===== src/rtl/conv_pkg.sv =====
// Shared definitions for the convolver output path: pixel width, frame geometry and the
// pooling stage state encoding.
package conv_pkg;

  localparam int unsigned DATA_WIDTH = 16;
  localparam int unsigned IMG_W      = 98;
  localparam int unsigned IMG_H      = 98;

  typedef enum logic [1:0] {
    StIdle,
    StRun,
    StDrain
  } pool_state_e;

endpackage


===== src/rtl/pool_line_buf.sv =====
// One-row store of horizontal pair maxima: synchronous write, combinational read so the
// odd-row merge completes in the same cycle as its input pixel.
module pool_line_buf #(
  parameter int unsigned DATA_WIDTH = conv_pkg::DATA_WIDTH,
  parameter int unsigned DEPTH      = conv_pkg::IMG_W / 2,
  parameter int unsigned ADDR_W     = (DEPTH > 1) ? $clog2(DEPTH) : 1
) (
  input  logic                  clk,
  input  logic                  we_i,
  input  logic [ADDR_W-1:0]     waddr_i,
  input  logic [DATA_WIDTH-1:0] wdata_i,
  input  logic [ADDR_W-1:0]     raddr_i,
  output logic [DATA_WIDTH-1:0] rdata_o
);

  logic [DATA_WIDTH-1:0] mem_q [DEPTH];

  // Contents are meaningless until the even row of a block has been written.
  always_ff @(posedge clk) begin
    if (we_i) begin
      mem_q[waddr_i] <= wdata_i;
    end
  end

  assign rdata_o = mem_q[raddr_i];

endmodule


===== src/rtl/conv_maxpool2x2.sv =====
// Non-overlapping 2x2 max pooling over a row-major pixel stream, emitting a half-size
// frame with the same data/valid/running contract as its input.
module conv_maxpool2x2 #(
  parameter int unsigned DATA_WIDTH = conv_pkg::DATA_WIDTH,
  parameter int unsigned IMG_W      = conv_pkg::IMG_W,
  parameter int unsigned IMG_H      = conv_pkg::IMG_H
) (
  input  logic                  clk,
  input  logic                  rst,
  input  logic [DATA_WIDTH-1:0] data_i,
  input  logic                  valid_i,
  input  logic                  running_i,
  output logic [DATA_WIDTH-1:0] data_o,
  output logic                  valid_o,
  output logic                  running_o,
  output logic                  abort_o
);
  import conv_pkg::*;

  localparam int unsigned HalfW = IMG_W / 2;
  localparam int unsigned ColW  = (IMG_W > 1) ? $clog2(IMG_W) : 1;
  localparam int unsigned RowW  = (IMG_H > 1) ? $clog2(IMG_H) : 1;
  localparam int unsigned AddrW = (HalfW > 1) ? $clog2(HalfW) : 1;
  localparam logic [ColW-1:0] ColLast = ColW'(IMG_W - 1);
  localparam logic [RowW-1:0] RowLast = RowW'(IMG_H - 1);

  if ((IMG_W % 2) != 0 || IMG_W < 2 || (IMG_H % 2) != 0 || IMG_H < 2) begin : g_bad_geom
    $error("conv_maxpool2x2: IMG_W and IMG_H must be even and at least 2");
  end

  pool_state_e           state_q, state_d;
  logic [ColW-1:0]       col_q, col_d;
  logic [RowW-1:0]       row_q, row_d;
  logic [DATA_WIDTH-1:0] hold_q, hold_d;
  logic [DATA_WIDTH-1:0] data_q, data_d;
  logic                  valid_q, valid_d;
  logic                  running_q, running_d;
  logic                  abort_q, abort_d;
  logic                  armed_q, armed_d;

  logic [DATA_WIDTH-1:0] hmax, lb_rdata, pooled;
  logic [AddrW-1:0]      lb_addr;
  logic                  lb_we;

  assign lb_addr = AddrW'(col_q >> 1);
  assign hmax    = (data_i > hold_q) ? data_i : hold_q;
  assign pooled  = (hmax > lb_rdata) ? hmax : lb_rdata;

  pool_line_buf #(
    .DATA_WIDTH (DATA_WIDTH),
    .DEPTH      (HalfW),
    .ADDR_W     (AddrW)
  ) u_line_buf (
    .clk     (clk),
    .we_i    (lb_we),
    .waddr_i (lb_addr),
    .wdata_i (hmax),
    .raddr_i (lb_addr),
    .rdata_o (lb_rdata)
  );

  always_comb begin
    state_d = state_q;
    col_d   = col_q;
    row_d   = row_q;
    hold_d  = hold_q;
    data_d  = data_q;
    valid_d = 1'b0;
    abort_d = 1'b0;
    armed_d = armed_q;
    lb_we   = 1'b0;
    unique case (state_q)
      StIdle: begin
        // A frame only starts after running_i has been seen low since the last one ended.
        if (!running_i) begin
          armed_d = 1'b1;
        end else if (armed_q) begin
          state_d = StRun;
          col_d   = '0;
          row_d   = '0;
          armed_d = 1'b0;
        end
      end
      StRun: begin
        if (!running_i) begin
          state_d = StIdle;
          abort_d = 1'b1;
          col_d   = '0;
          row_d   = '0;
        end else if (valid_i) begin
          if (!col_q[0]) begin
            hold_d = data_i;
          end else if (!row_q[0]) begin
            lb_we = 1'b1;
          end else begin
            valid_d = 1'b1;
            data_d  = pooled;
          end
          if (col_q == ColLast) begin
            col_d = '0;
            if (row_q == RowLast) begin
              state_d = StDrain;
            end else begin
              row_d = row_q + 1'b1;
            end
          end else begin
            col_d = col_q + 1'b1;
          end
        end
      end
      StDrain: state_d = StIdle;
      default: state_d = StIdle;
    endcase
    running_d = (state_d != StIdle);
  end

  always_ff @(posedge clk or posedge rst) begin
    if (rst) begin
      state_q   <= StIdle;
      col_q     <= '0;
      row_q     <= '0;
      hold_q    <= '0;
      data_q    <= '0;
      valid_q   <= 1'b0;
      running_q <= 1'b0;
      abort_q   <= 1'b0;
      armed_q   <= 1'b1;
    end else begin
      state_q   <= state_d;
      col_q     <= col_d;
      row_q     <= row_d;
      hold_q    <= hold_d;
      data_q    <= data_d;
      valid_q   <= valid_d;
      running_q <= running_d;
      abort_q   <= abort_d;
      armed_q   <= armed_d;
    end
  end

  assign data_o    = data_q;
  assign valid_o   = valid_q;
  assign running_o = running_q;
  assign abort_o   = abort_q;

endmodule

===== config.mk =====
export PLATFORM = sky130hd
export DESIGN_NAME = conv_maxpool2x2
export DESIGN_NICKNAME = d
export VERILOG_FILES = /design/src/rtl/conv_pkg.sv /design/src/rtl/pool_line_buf.sv /design/src/rtl/conv_maxpool2x2.sv
export SDC_FILE = /design/constraint.sdc
export NUM_CORES = 1
export LEC_CHECK = 0
export ABC_AREA = 1
export CORE_UTILIZATION = 55
export DETAILED_ROUTE_END_ITERATION = 10
export PLACE_DENSITY_LB_ADDON = 0.05
export SLEW_MARGIN = 20
export SYNTH_ARGS = -nofsm -noshare
export SYNTH_HDL_FRONTEND = slang
export SYNTH_SLANG_ARGS = --single-unit
export TNS_END_PERCENT = 50

===== constraint.sdc =====
create_clock -name clk -period 6.5 [get_ports clk]
set_clock_uncertainty 0.1 [all_clocks]
set_input_delay 0.65 -clock clk [delete_from_list [all_inputs] [get_ports clk]]
set_output_delay 0.65 -clock clk [all_outputs]
set_load 0.02 [all_outputs]

==> results.yml <==
placement:
  dp_cells: 4356
  placed_cell_area_um2: 37700
  hpwl_mm: 54.2
  port_buffers: 38
  gp_congestion: 0.873
route:
  viasPerCell: 5.49
  final_antenna_net_count: 0
  drt_iter0_drc: 2511
  drt_pass1_iterations: 6
  via_count: 24765
  drc_errors: 0
  wl_per_cell_um: 21.1
  drt_wl_total_mm: 95.1
final_layout:
  stdcell_count: 4514
  nNetsFinal: 3646
  drive_gt1_frac: 0.0814
  postLayoutCellArea_um2: 40700
  area_growth_pct: 12.3
  n_antenna_cell: 0
sta:
  finalCritPeriodShare: 0.768
  setup-violations-final: 0
  drv_slew: 0
  relSlewSlack: 0.309
  rsz0062_at_grt: "no"
  period_minus_slack_ps: 4990
  worstMarginPinSlew_ps: 1040
  hold_viol: 0
  fin_tns_setup_ps: 0
  fmax_ghz: 0.200
  whs_ps: 399
yosys:
  ys_seq_elements: 836
  dominantRegCellSynth: "edfxtp_1"
  synth_most_common_cell: "nand2_1"
  synthTopCellsByArea: "edfxtp_1, nand2_1, dfrtp_1"
  synth_area_um2: 36200
  synth_common_cells: "nand2_1, edfxtp_1, inv_1"
  yosysUniqueCellTypes: 39
  seq_area_frac_synth: 0.686
  yosysTopAreaCellShare: 0.650
  synth_edf_count: 784
  ys.warnings.count: 0
  syn_inst: 3530
  syn_area_per_cell_um2: 10.3
  syn_nets: 3586
  synth_top_area_cell: "edfxtp_1"
  async_reset_ff_frac: 0.0622
power_and_ir_drop:
  switching_share: 0.364
  internal-power_uw: 11600
  vdd.ir_drop.worst_mv: 0.632
  finalPower_uw: 18200
  powerDensity_nw_per_um2: 447
  p_leak_uw: 0.0167
  p_seq_frac: 0.403
  clockPowerShare: 0.285
  p_sw_uw: 6620
  p_comb_frac: 0.312
clock_tree:
  clock-sinks: 836
  cts_root_buf: "clkbuf_16"
  cts_buffers: 87
  clk_pin_slew_ps: 60
  clkLatencyLatePin_ps: 650
  htreeDepth: 3
  hold_buffers: 0
  ctsLongestPathBuffers: 3
  cts_tree: "done"
  post_cts_buffers: 0
  cts-resized-gates: 0
critical_path:
  crit_type: "flop to flop"
  crit_required_ps: 6920
  crit_path_end_kind: "flop"
  critPathLaunchType: "flop"
  cp.arrival_ps: 5420
  crit_fanout: 159
floorplanning:
  die_x_um: 259
  initial_utilization: 0.559
  placementRows: 93
  fp.dieH_um: 259
  die_area_um2: 66900
  core_area_um2: 64800
  num_io_pins: 39
worst_hold_path:
  hold_path_class: "flop to flop"
global_routing:
  first_global_vias: 23982
  antenna_found_initial: 0
  grt_pass1_wl_mm: 145
  grt_max_degree: 160
  grt_overflow: 0
  gr-usage-all-layers: 0.289
run:
  max-cap-violations: 0
status:
  outcome: "finished clean"
[critical path, stage by stage (launching register included)]
cell and delay, ps:
dfrtp_4 530, inv_8 700, buf_4 650, nand2_1 100, nand3_1 110, nand2_1 110
nor2_1 130, nand2_1 60, nand2_1 130, nor2_1 60, nor2_1 270, and2_1 180
ha_1 240, nand2_1 100, nor2_1 50, and2_1 160, nand4_1 70, nand2_1 240
inv_1 500, nand3_1 150, nand3_1 120, nand2_1 60
[power by group through the flow]
| stage | registers, uW | clock network (uW) | logic [uW] |
|---|---|---|---|
| after global placement | 7440 | 0 | 5580 |
| after CTS | 7330 | 5280 | 5680 |
| after floorplan | 7470 | 0 | 3340 |
| after detailed placement | 7440 | 0 | 5660 |
| after global routing | 7340 | 5470 | 6240 |
| final | 7330 | 5190 | 5670 |
[per-layer routing]
layer	wire (um)	track usage
met1	40800	0.406
met3	6330	0.0414
met4	2630	0.0855
met5	0	0
met2	45300	0.469
[layout by cell type (no fill, tap or decap), types with 4 or more instances in the layout]
master           netlist  layout
dfrtp_1               51      48
o21ai_1               21      21
nor2_2                 2       6
nand2_2                3      19
buf_4                 17      92
and2_1                 9       9
or2_2                 22      22
clkinv_2               0      20
o211ai_1              38      38
a21oi_1               77      77
and3_1                 6       6
nand3_1              152     152
clkdlybuf4s50_1        0      38
inv_2                  5       4
bufinv_16              0      15
inv_1                198     197
nand4_1                8       8
clkbuf_16              0      87
nand2_1             1694    1678
clkbuf_1              45      14
edfxtp_1             784     784
nor3_2                 5       6
clkinv_1               3      14
nor2_1               173     169
ha_1                  36      36
o21ai_0               59      59
[final timing paths]
path                       depth (start not counted)         to  startpoint  slack (ps)
max                                               21  data_o[7]    col_q[1]        1510
min                                                2    armed_q     armed_q         400
max reg2reg                                       21  data_o[7]    col_q[1]        1510
min reg2reg                                        2    armed_q     armed_q         400
max in group asynchronous                          3   col_q[2]         rst        5310
min in group asynchronous                          3  running_o         rst         440
[per-stage QoR]
step	util	worst slack (ps)
floorplan	-	2320
global placement	0.582	1680
detailed placement	0.582	1580
CTS	0.628	1540
global route	0.628	1160
finish	0.628	1510
[sequential cells by signal (all words and copies together) (netlist names)]
name,cells
hold_q,16
running_o,1
state_q,2
valid_o,1
col_q,7
u_line_buf.mem_q,784
armed_q,1
data_o,16
abort_o,1
row_q,7
[area by class of cell]
type                    instances  area [um2]
repair buffers                131        1090
clock inverters                57         757
fillers                      5168       24100
well taps                     855        1070
flip-flops and latches        836       24900
multi-input cells            2328        9910
inverters                     206         783
clock buffers                 101        2230
[kinds of logic (layout without fill, tap and decap cells)]
family                   count (synthesis)  after routing  synth area share
AND/OR/NAND/NOR                       2088           2088             0.227
flip-flops                             836            836             0.686
buffers and inverters                  366            495            0.0428
AO/OA/AOI/OAI                          204            204            0.0316
adder cells (fa/ha/maj)                 36             36            0.0124
No activity file was read; power rests on OpenSTA's default activity.
